$ cat src/rtl/fetch_buf.sv
// Instruction-fetch unit: owns the PC, issues pipelined ROM requests and queues {pc, inst} pairs for ID.
// Optional same-cycle response bypass to the ID outputs is enabled by defining FETCH_BUF_BYPASS_EN.
module fetch_buf #(
    parameter int unsigned        ADDR_W   = 32,
    parameter int unsigned        DATA_W   = 32,
    parameter int unsigned        DEPTH    = 4,
    parameter logic [ADDR_W-1:0]  RESET_PC = '0,
    parameter logic [ADDR_W-1:0]  PC_STEP  = ADDR_W'(4)
) (
    input  logic              clk,
    input  logic              rst,
    output logic              rom_req_o,
    output logic [ADDR_W-1:0] rom_addr_o,
    input  logic              rom_gnt_i,
    input  logic              rom_rvalid_i,
    input  logic [DATA_W-1:0] rom_data_i,
    input  logic              branch_flag_i,
    input  logic [ADDR_W-1:0] branch_target_i,
    output logic              id_valid_o,
    output logic [ADDR_W-1:0] id_pc_o,
    output logic [DATA_W-1:0] id_inst_o,
    input  logic              id_ready_i
);

    localparam int unsigned IW = $clog2(DEPTH);
    localparam int unsigned PW = IW + 1;
    localparam int unsigned CW = PW + 1;

    logic [ADDR_W-1:0] pc_q, pc_d;
    logic [PW-1:0]     alloc_ptr_q, alloc_ptr_d;
    logic [PW-1:0]     fill_ptr_q, fill_ptr_d;
    logic [PW-1:0]     head_ptr_q, head_ptr_d;
    logic [PW-1:0]     discard_cnt_q, discard_cnt_d;
    logic [ADDR_W-1:0] hold_pc_q;
    logic [DATA_W-1:0] hold_inst_q;

    logic [ADDR_W-1:0] slot_pc_q   [DEPTH];
    logic [DATA_W-1:0] slot_inst_q [DEPTH];

    logic [PW-1:0]     alloc_cnt;
    logic [PW-1:0]     outstanding;
    logic [PW-1:0]     discard_total;
    logic [PW-1:0]     discard_redir;
    logic [CW-1:0]     occupancy;
    logic              accept;
    logic              rsp_live;
    logic              fill;
    logic              q_nonempty;
    logic              head_show;
    logic              bypass;
    logic              pop;
    logic [IW-1:0]     head_idx;

    assign alloc_cnt   = alloc_ptr_q - head_ptr_q;
    assign outstanding = alloc_ptr_q - fill_ptr_q;
    assign occupancy   = {1'b0, alloc_cnt} + {1'b0, discard_cnt_q};

    assign rom_req_o  = rst & ~branch_flag_i & (occupancy < CW'(DEPTH));
    assign rom_addr_o = pc_q;
    assign accept     = rom_req_o & rom_gnt_i;

    // A response is kept only when nothing is pending discard and a slot is awaiting data.
    assign rsp_live   = rom_rvalid_i & (discard_cnt_q == '0) & (outstanding != '0);
    assign fill       = rsp_live & ~branch_flag_i;
    assign q_nonempty = head_ptr_q != fill_ptr_q;
    assign head_idx   = head_ptr_q[IW-1:0];

`ifdef FETCH_BUF_BYPASS_EN
    assign bypass = ~q_nonempty & rsp_live;
`else
    assign bypass = 1'b0;
`endif

    assign head_show  = q_nonempty | bypass;
    assign id_valid_o = ~branch_flag_i & head_show;
    assign id_pc_o    = head_show ? slot_pc_q[head_idx] : hold_pc_q;
    assign id_inst_o  = q_nonempty ? slot_inst_q[head_idx] :
                        bypass     ? rom_data_i : hold_inst_q;
    assign pop        = id_valid_o & id_ready_i;

    assign discard_total = discard_cnt_q + outstanding;
    assign discard_redir = (rom_rvalid_i && discard_total != '0) ? discard_total - PW'(1) : discard_total;

    always_comb begin
        pc_d          = pc_q;
        alloc_ptr_d   = alloc_ptr_q;
        fill_ptr_d    = fill_ptr_q;
        head_ptr_d    = head_ptr_q;
        discard_cnt_d = discard_cnt_q;
        if (branch_flag_i) begin
            pc_d          = branch_target_i;
            alloc_ptr_d   = '0;
            fill_ptr_d    = '0;
            head_ptr_d    = '0;
            discard_cnt_d = discard_redir;
        end else begin
            if (accept) begin
                pc_d        = pc_q + PC_STEP;
                alloc_ptr_d = alloc_ptr_q + PW'(1);
            end
            if (fill) fill_ptr_d = fill_ptr_q + PW'(1);
            if (pop) head_ptr_d = head_ptr_q + PW'(1);
            if (rom_rvalid_i && discard_cnt_q != '0) discard_cnt_d = discard_cnt_q - PW'(1);
        end
    end

    always_ff @(posedge clk or negedge rst) begin
        if (!rst) begin
            pc_q          <= RESET_PC;
            alloc_ptr_q   <= '0;
            fill_ptr_q    <= '0;
            head_ptr_q    <= '0;
            discard_cnt_q <= '0;
            hold_pc_q     <= '0;
            hold_inst_q   <= '0;
        end else begin
            pc_q          <= pc_d;
            alloc_ptr_q   <= alloc_ptr_d;
            fill_ptr_q    <= fill_ptr_d;
            head_ptr_q    <= head_ptr_d;
            discard_cnt_q <= discard_cnt_d;
            hold_pc_q     <= id_pc_o;
            hold_inst_q   <= id_inst_o;
        end
    end

    // Slot PCs are captured at issue, instructions at fill; storage needs no reset.
    always_ff @(posedge clk) begin
        if (accept) slot_pc_q[alloc_ptr_q[IW-1:0]] <= pc_q;
        if (fill) slot_inst_q[fill_ptr_q[IW-1:0]] <= rom_data_i;
    end

    assert property (@(posedge clk) disable iff (!rst)
        rom_rvalid_i |-> (discard_cnt_q != '0 || outstanding != '0));

endmodule

$ cat config.mk
export PLATFORM = sky130hd
export DESIGN_NAME = fetch_buf
export DESIGN_NICKNAME = d
export VERILOG_FILES = /design/src/rtl/fetch_buf.sv
export SDC_FILE = /design/constraint.sdc
export NUM_CORES = 1
export LEC_CHECK = 0
export CORE_ASPECT_RATIO = 1.25
export CORE_MARGIN = 2
export CORE_UTILIZATION = 51
export DETAILED_ROUTE_END_ITERATION = 8
export GPL_TIMING_DRIVEN = 0
export PLACE_DENSITY = 0.74
export SYNTH_ARGS = -nofsm -noshare
export SYNTH_HDL_FRONTEND = slang
export SYNTH_SLANG_ARGS = --single-unit
$ cat constraint.sdc
create_clock -name clk -period 5.7 [get_ports clk]
set_input_delay 1.14 -clock clk [delete_from_list [all_inputs] [get_ports clk]]
set_output_delay 1.14 -clock clk [all_outputs]
set_load 0.01 [all_outputs]
==> impl_metrics.yaml, run 1 <==
synthesis:
  synth-edff-count: 256
  synth-seq-area-share_pct: 72.16
  synthMuxAreaShare_pct: 15.61
  syn_nets: 875
  synth-xor-area-share_pct: 1.199
  synth_compound_area_share_pct: 2.659
  ys_types: 45
  synth_area_leaders: "edfxtp_1 (53%), dfrtp_1 (19%), mux4_2 (10%)"
  ys_ff_latch: 364
  yosys_warnings: 0
  synth-simple-area-share_pct: 4.918
  yosysTopAreaCellShare_pct: 53.39
  async_flop_share_pct: 29.67
  synth_area_um2: 14400
  synthAdderAreaFrac_pct: 2.068
  yosys.area.top_type: "edfxtp_1"
  synthFlopType: "edfxtp_1"
  synth_cells: 783
  synth.avg_cell_area_um2: 18.39
  synth_top_family_by_area: "multiplexers"
drt:
  dr.pass1.iters: 5
  drtAntennaViolNets: 0
  drtIter0Drc: 399
  wl_per_cell_um: 22.19
  num_vias: 7847
  route.detailed.drc: 0
  post_drt_via_cell_ratio: 5.703
  wirelength_um: 30540
die:
  io_pins: 168
  rows: 68
  dieArea_um2: 29600
  core-area_um2: 27740
  die_h_um: 191.9
  die_w_um: 154.3
  start_util_pct: 51.91
cts:
  tritoncts: "done"
  clockBufferDepth: 3
  insertion_delay_ns: 0.52
  clkSinkCount: 364
  cts_setup_buffers: 0
  clkSlewWorstSetupHoldPaths_ns: 0.06
  cts_resized: 2
  cts_buffers: 37
  htreeDepth: 2
  hold_buffers: 0
  root_buffer: "clkbuf_16"
worst_setup_path:
  rr_worst_depth: 11
  worstPathCellList: "buf_2 -> buf_2 -> inv_1 -> fa_1 -> xor2_1 -> xnor2_1 -> ha_1 -> or4b_4 -> nor3_1 -> clkdlybuf4s50_1"
  end_kind: "output port"
  rr_startpoint: "head_ptr_q[1]"
  cp.required_ns: 4.56
  cp-endpoint: "rom_req_o"
  r2r_end: "slot_pc_q[0][18]"
  crit_path_top_delay_cell: "clkdlybuf4s50_1"
  arrival_ns: 4.22
  worstPathMaxFanout: 10
  crit_start: "head_ptr_q[1]"
  rrSetupSlack_ns: 0.46
  max_stage_delay_ns: 0.61
  crit_top_cell: "buf_2"
  start_kind: "flop"
  crit_type: "reg2out"
placement:
  port_buffers: 167
  place_hpwl_um: 19670
  place_congestion: 0.8404
  placed_cell_area_um2: 16670
cells_and_area:
  fin_area_um2: 17940
  area_growth_pct: 24.63
  nNetsFinal: 1089
  drive_gt1_share_pct: 20.68
  finish.utilization_pct: 64.70
pwr:
  p_per_area_nw_per_um2: 432.5
  power_leakage_nw: 6.225
  vdd_drop_max_mv: 0.3250
timing:
  tightestPinTransition_ns: 0.9274
  hold_viol: 0
  period_minus_slack_ns: 5.361
  finalCritPeriodShare_pct: 94.05
  setup_viol: 0
  slew_viol_final: 0
  relSlewSlack_pct: 38.18
  fin_worst_skew_ns: 0.01491
  rsz0062_at_grt: "no"
  fmax_ghz: 0.1865
grt:
  gr-usage-met3_pct: 5.190
  grt_use_met1_pct: 27.71
  grt_busiest_layer: "met2"
  grt_overflow_total: 0
  track_usage_pct: 21.07
  grt_max_degree: 75
  grt_pass1_vias: 8238
  antenna_found_initial: 3
  grtUsageMet2_pct: 35.43
  grt_pass1_wl_um: 47460
worst_hold_path:
  hp-class: "reg2reg"
status:
  status: "finished clean"
flow_run:
  maxCapViolations: 0
flip-flops by register name (all words and copies together) (netlist names), 32 cells and up:
| name | count |
|---|---|
| slot_inst_q | 128 |
| slot_pc_q | 128 |
| hold_inst_q | 32 |
| hold_pc_q | 32 |
| rom_addr_o | 32 |
power by group:
part | switching, mW | internal (mW) | leakage, nW | total [mW]
clock | 0.986 | 1.51 | 0.615 | 2.50
sequential | 0.153 | 3.17 | 3.62 | 3.32
combinational | 0.853 | 1.08 | 1.99 | 1.94
total | 1.99 | 5.77 | 6.23 | 7.76
worst min path at each step:
stage / from / endpoint / slack [ns] / cells after the start
global route: hold_pc_q[19] / hold_pc_q[19] / 0.51 / 1
finish: hold_pc_q[19] / hold_pc_q[19] / 0.49 / 1
global placement: hold_pc_q[17] / hold_pc_q[17] / 0.48 / 1
CTS: hold_pc_q[19] / hold_pc_q[19] / 0.50 / 1
detailed placement: hold_pc_q[19] / hold_pc_q[19] / 0.48 / 1
floorplan: hold_inst_q[0] / hold_inst_q[0] / 0.51 / 1
logic make-up (layout without fill, tap and decap cells):
kind of cell               after synthesis  after routing
AOI/OAI and AO/OA                       54             54
other                                    0              1
buffers and inverters                   53            295
muxes                                  136            136
xor gates and xnor gates                18             18
adders and majority gates               22             22
and+or+nand+nor                        136            136
DFF                                    364            364
worst max-delay path: cells and delay by family, from the launching register on:
| family | cells | cell delay, ns |
|---|---|---|
| XOR/XNOR | 2 | 0.31 |
| buffers and inverters | 4 | 1.38 |
| AND/OR/NAND/NOR | 2 | 0.88 |
| adder cells (fa/ha/maj) | 2 | 0.68 |
| flip-flops | 1 | 0.46 |
stage by stage:
stage          setup slack, ns  hold slack [ns]  cells  setup TNS [ns]  total power, mW
3_5_place_dp          -0.07791           0.4835   1308          -2.303            5.333
5_1_grt                 0.1448           0.5056   1376               0            8.112
2_1_floorplan            1.054           0.5134    783               0            4.332
3_3_place_gp            -3.888           0.4792   1300         -759.30            5.281
6_report                0.3391           0.4914   1376               0            7.761
4_1_cts                 0.2365           0.4968   1375               0            7.840
layout by cell type (no fill, tap or decap), types with 3 or more instances in the layout:
cell type / Yosys / routed
clkbuf_8: 0 / 4
mux2_2: 68 / 68
xor2_1: 5 / 5
buf_2: 1 / 3
and2_2: 0 / 7
mux2i_1: 4 / 4
xnor2_1: 12 / 12
nand4_1: 13 / 13
clkinv_2: 0 / 4
nand2_1: 41 / 41
clkdlybuf4s50_1: 0 / 166
clkbuf_16: 0 / 38
fa_1: 3 / 3
buf_6: 0 / 3
nand3_1: 23 / 23
nor3_1: 6 / 5
clkbuf_1: 21 / 30
dfrtp_1: 108 / 108
bufinv_16: 0 / 5
inv_1: 19 / 19
o311ai_0: 8 / 8
buf_12: 0 / 4
ha_1: 19 / 19
nor2_1: 20 / 20
o21ai_0: 12 / 12
buf_1: 11 / 9
or3_1: 8 / 8
a221o_1: 3 / 3
edfxtp_1: 256 / 256
o211ai_1: 17 / 17
clkinv_4: 0 / 3
mux4_2: 64 / 64
and4_1: 3 / 3
and3_1: 3 / 3
a31oi_1: 3 / 3
a21oi_1: 3 / 3
or4_1: 3 / 3
cells in the mapped netlist, drive strengths merged (4+ instances only):
cell / n
buf: 12
nand2: 41
ha: 19
o311ai: 9
mux4: 64
nor2: 20
o211ai: 17
or3: 8
dfrtp: 108
edfxtp: 256
xor2: 5
nor3: 6
mux2: 68
clkbuf: 21
o21ai: 13
nand3: 23
mux2i: 4
nand4: 13
inv: 19
and2: 8
xnor2: 12
routing by layer:
layer | part of all wire, % | wire, um
met2 | 49 | 15110
met5 | 0.085 | 26
met1 | 41 | 12390
met4 | 2.5 | 755
met3 | 7.4 | 2256
area by class of cell:
cell class / count / area, um2
clock inverters: 16 / 231.5
multi-input cells: 366 / 3822
fillers: 1938 / 9792
flip-flops and latches: 364 / 10390
clock buffers: 51 / 1040
well taps: 350 / 437.9
repair buffers: 175 / 1818
inverters: 20 / 75.07
plain buffers: 33 / 127.6
diodes: 1 / 2.502
No activity file was read; power rests on OpenSTA's default activity.
==> run 2: changes to the inputs <==
--- a/config.mk
+++ b/config.mk
@@ -5,12 +5,14 @@
 export SDC_FILE = /design/constraint.sdc
 export NUM_CORES = 1
 export LEC_CHECK = 0
+export CELL_PAD_IN_SITES_DETAIL_PLACEMENT = 0
+export CELL_PAD_IN_SITES_GLOBAL_PLACEMENT = 1
 export CORE_ASPECT_RATIO = 1.25
 export CORE_MARGIN = 2
-export CORE_UTILIZATION = 51
+export CORE_UTILIZATION = 40
 export DETAILED_ROUTE_END_ITERATION = 8
 export GPL_TIMING_DRIVEN = 0
-export PLACE_DENSITY = 0.74
+export PLACE_DENSITY_LB_ADDON = 0.1
 export SYNTH_ARGS = -nofsm -noshare
 export SYNTH_HDL_FRONTEND = slang
 export SYNTH_SLANG_ARGS = --single-unit
==> constraint.sdc (replaced) <==
create_clock -name clk -period 5.7 [get_ports clk]
set_input_delay 1.14 -clock clk [delete_from_list [all_inputs] [get_ports clk]]
set_output_delay 1.14 -clock clk [all_outputs]
set_load 0.1 [all_outputs]
==> run 2 against run 1 <==
Against the previous run: die area increased by 27%; sequential power hardly changed; power rose by 31%; routed wire length increased by 8.5%; register-to-register slack better by 0.21 ns; fmax is 0.35% lower; global-route usage shrank 3.1 points; critical endpoint is now id_pc_o[3]; largest cell class unchanged.
==> impl_metrics.yaml, run 2 (synthesized netlist as in run 1, its figures left out) <==
flow_run:
  maxCapViolations: 0
worst_setup_path:
  crit_path_top_delay_cell: "clkdlybuf4s50_1"
  worstPathMaxFanout: 10
  start_kind: "flop"
  crit_start: "head_ptr_q[0]"
  rr_startpoint: "head_ptr_q[1]"
  arrival_ns: 4.24
  crit_type: "reg2out"
  end_kind: "output port"
  cp.required_ns: 4.56
  max_stage_delay_ns: 0.98
  path_delay_family: "buffers and inverters"
  rrSetupSlack_ns: 0.67
  worstPathCellList: "buf_1 -> clkdlybuf4s15_1 -> mux4_2 -> mux2_2 -> clkdlybuf4s50_1"
  critical_path.n_buffers_inverters: 3
die:
  rows: 77
  start_util_pct: 40.61
  dieArea_um2: 37540
  io_pins: 168
  die_w_um: 173.7
  die_h_um: 216.1
  core-area_um2: 35450
timing:
  finalCritPeriodShare_pct: 94.39
  relSlewSlack_pct: 27.57
  tightestPinTransition_ns: 1.083
  final.setup.tns_ns: 0
  fin_worst_skew_ns: 0.009857
  hold_viol: 0
  period_minus_slack_ns: 5.380
  setup_viol: 0
  fin_ws_ns: 0.3200
  slew_viol_final: 0
  fmax_ghz: 0.1859
  hold_slack_ns: 0.4928
drt:
  wirelength_um: 33130
  dr_wl_met3_um: 1633
  drtAntennaViolNets: 0
  highest_layer: "met4"
  met2_wirelength_um: 16770
  drtIter0Drc: 389
  post_drt_via_cell_ratio: 5.137
  m1WireLength_um: 14000
  wl_per_cell_um: 21.90
  dr.pass1.iters: 4
  num_vias: 7773
  route.detailed.drc: 0
cts:
  clkSlewWorstSetupHoldPaths_ns: 0.06
  tritoncts: "done"
  htreeDepth: 2
  clkSinkCount: 364
  cts_buffers: 40
  clockBufferDepth: 3
  insertion_delay_ns: 0.53
  root_buffer: "clkbuf_16"
placement:
  dpl.cell_count: 1436
  place_congestion: 0.7512
  port_buffers: 167
  place_worst_setup_slack_ns: -0.2885
  placed_cell_area_um2: 16900
  place_hpwl_um: 21610
cells_and_area:
  nNetsFinal: 1099
  register_area_um2: 10390
  fillers: 2968
  drive_gt1_share_pct: 21.85
  area_growth_pct: 26.98
  fin_area_um2: 18280
  layout_commonest_cell: "edfxtp_1"
  antenna_cells: 0
  final_cells: 1513
  multi_input_area_um2: 3827
  finish.utilization_pct: 51.57
  mostFrequentLayoutCells: "edfxtp_1 (256), clkdlybuf4s50_1 (165), dfrtp_1 (108)"
pwr:
  vdd_drop_max_mv: 0.3285
  p_per_area_nw_per_um2: 555.5
  p_total_mw: 10.16
  power_leakage_nw: 6.320
grt:
  track_usage_pct: 18.02
  grt_pass1_vias: 8320
  grt_pass1_wl_um: 50830
  grt_overflow_total: 0
  antenna_found_initial: 0
  grt_max_degree: 65
worst_hold_path:
  hp-class: "reg2reg"
  hp-start: "hold_pc_q[19]"
status:
  status: "finished clean"
run 2: cell types whose count changed in the layout (fill, tap and decap cells not counted), moves of 2 or more:
cell,delta
buf_12,+2
buf_4,+4
clkbuf_1,+2
clkbuf_16,+3
clkinv_2,+3
clkinv_4,-2
inv_6,+3
run 2: worst register-to-register path, cell delays in order (launching register included):
cell	delay, ns
dfrtp_1	0.48
buf_2	0.35
buf_2	0.37
inv_1	0.11
fa_1	0.42
xor2_1	0.18
xnor2_1	0.13
ha_1	0.27
or4b_4	0.58
nor4b_4	0.26
buf_4	0.19
clkbuf_1	0.52
and2_2	0.62
buf_16	0.24
run 2: layout make-up:
type,count,area share (%)
repair buffers,182,10.46
inverters,20,0.4106
flip-flops and latches,364,56.83
clock inverters,19,1.328
plain buffers,33,0.7322
multi-input cells,366,20.93
well taps,474,3.244
clock buffers,55,6.063
run 2: routing by layer:
layer  vias to the layer above  global-route usage, %
met1                      3988                  23.13
met5                         -                      0
met3                        50                  3.439
met4                         0                  5.742
li1                       3534                      -
met2                       201                  31.08
run 2: what timing repair did:
| item | CTS | global route |
|---|---|---|
| setup buffers | 3 | 0 |
| pin swaps | 1 | 0 |
| setup endpoints to repair | 99 | 1 |
| hold buffers | 0 | 0 |
| resized for setup | 5 | 1 |
run 2: path summary, 6_finish.rpt:
check / endpoint / depth (start not counted)
setup / recovery: id_pc_o[3] / 5
hold / removal: hold_pc_q[19] / 1
setup reg to reg: slot_pc_q[1][16] / 13
hold reg to reg: hold_pc_q[19] / 1
max in group asynchronous: hold_pc_q[5] / 2
min in group asynchronous: hold_inst_q[3] / 1
run 2: report_power, final:
| part | switching (mW) | internal [mW] | total, mW | leakage (nW) |
|---|---|---|---|---|
| Sequential | 0.147 | 3.17 | 3.32 | 3.62 |
| Combinational | 3.13 | 1.08 | 4.21 | 2.05 |
| Clock | 1.03 | 1.60 | 2.63 | 0.656 |
| Total | 4.30 | 5.85 | 10.2 | 6.32 |
==> run 3: changes to the inputs <==
--- a/config.mk
+++ b/config.mk
@@ -16,3 +16,4 @@
 export SYNTH_ARGS = -nofsm -noshare
 export SYNTH_HDL_FRONTEND = slang
 export SYNTH_SLANG_ARGS = --single-unit
+export TNS_END_PERCENT = 50
==> results of run 3 <==
Final layout, timing and power as in run 2 (identical DEF).
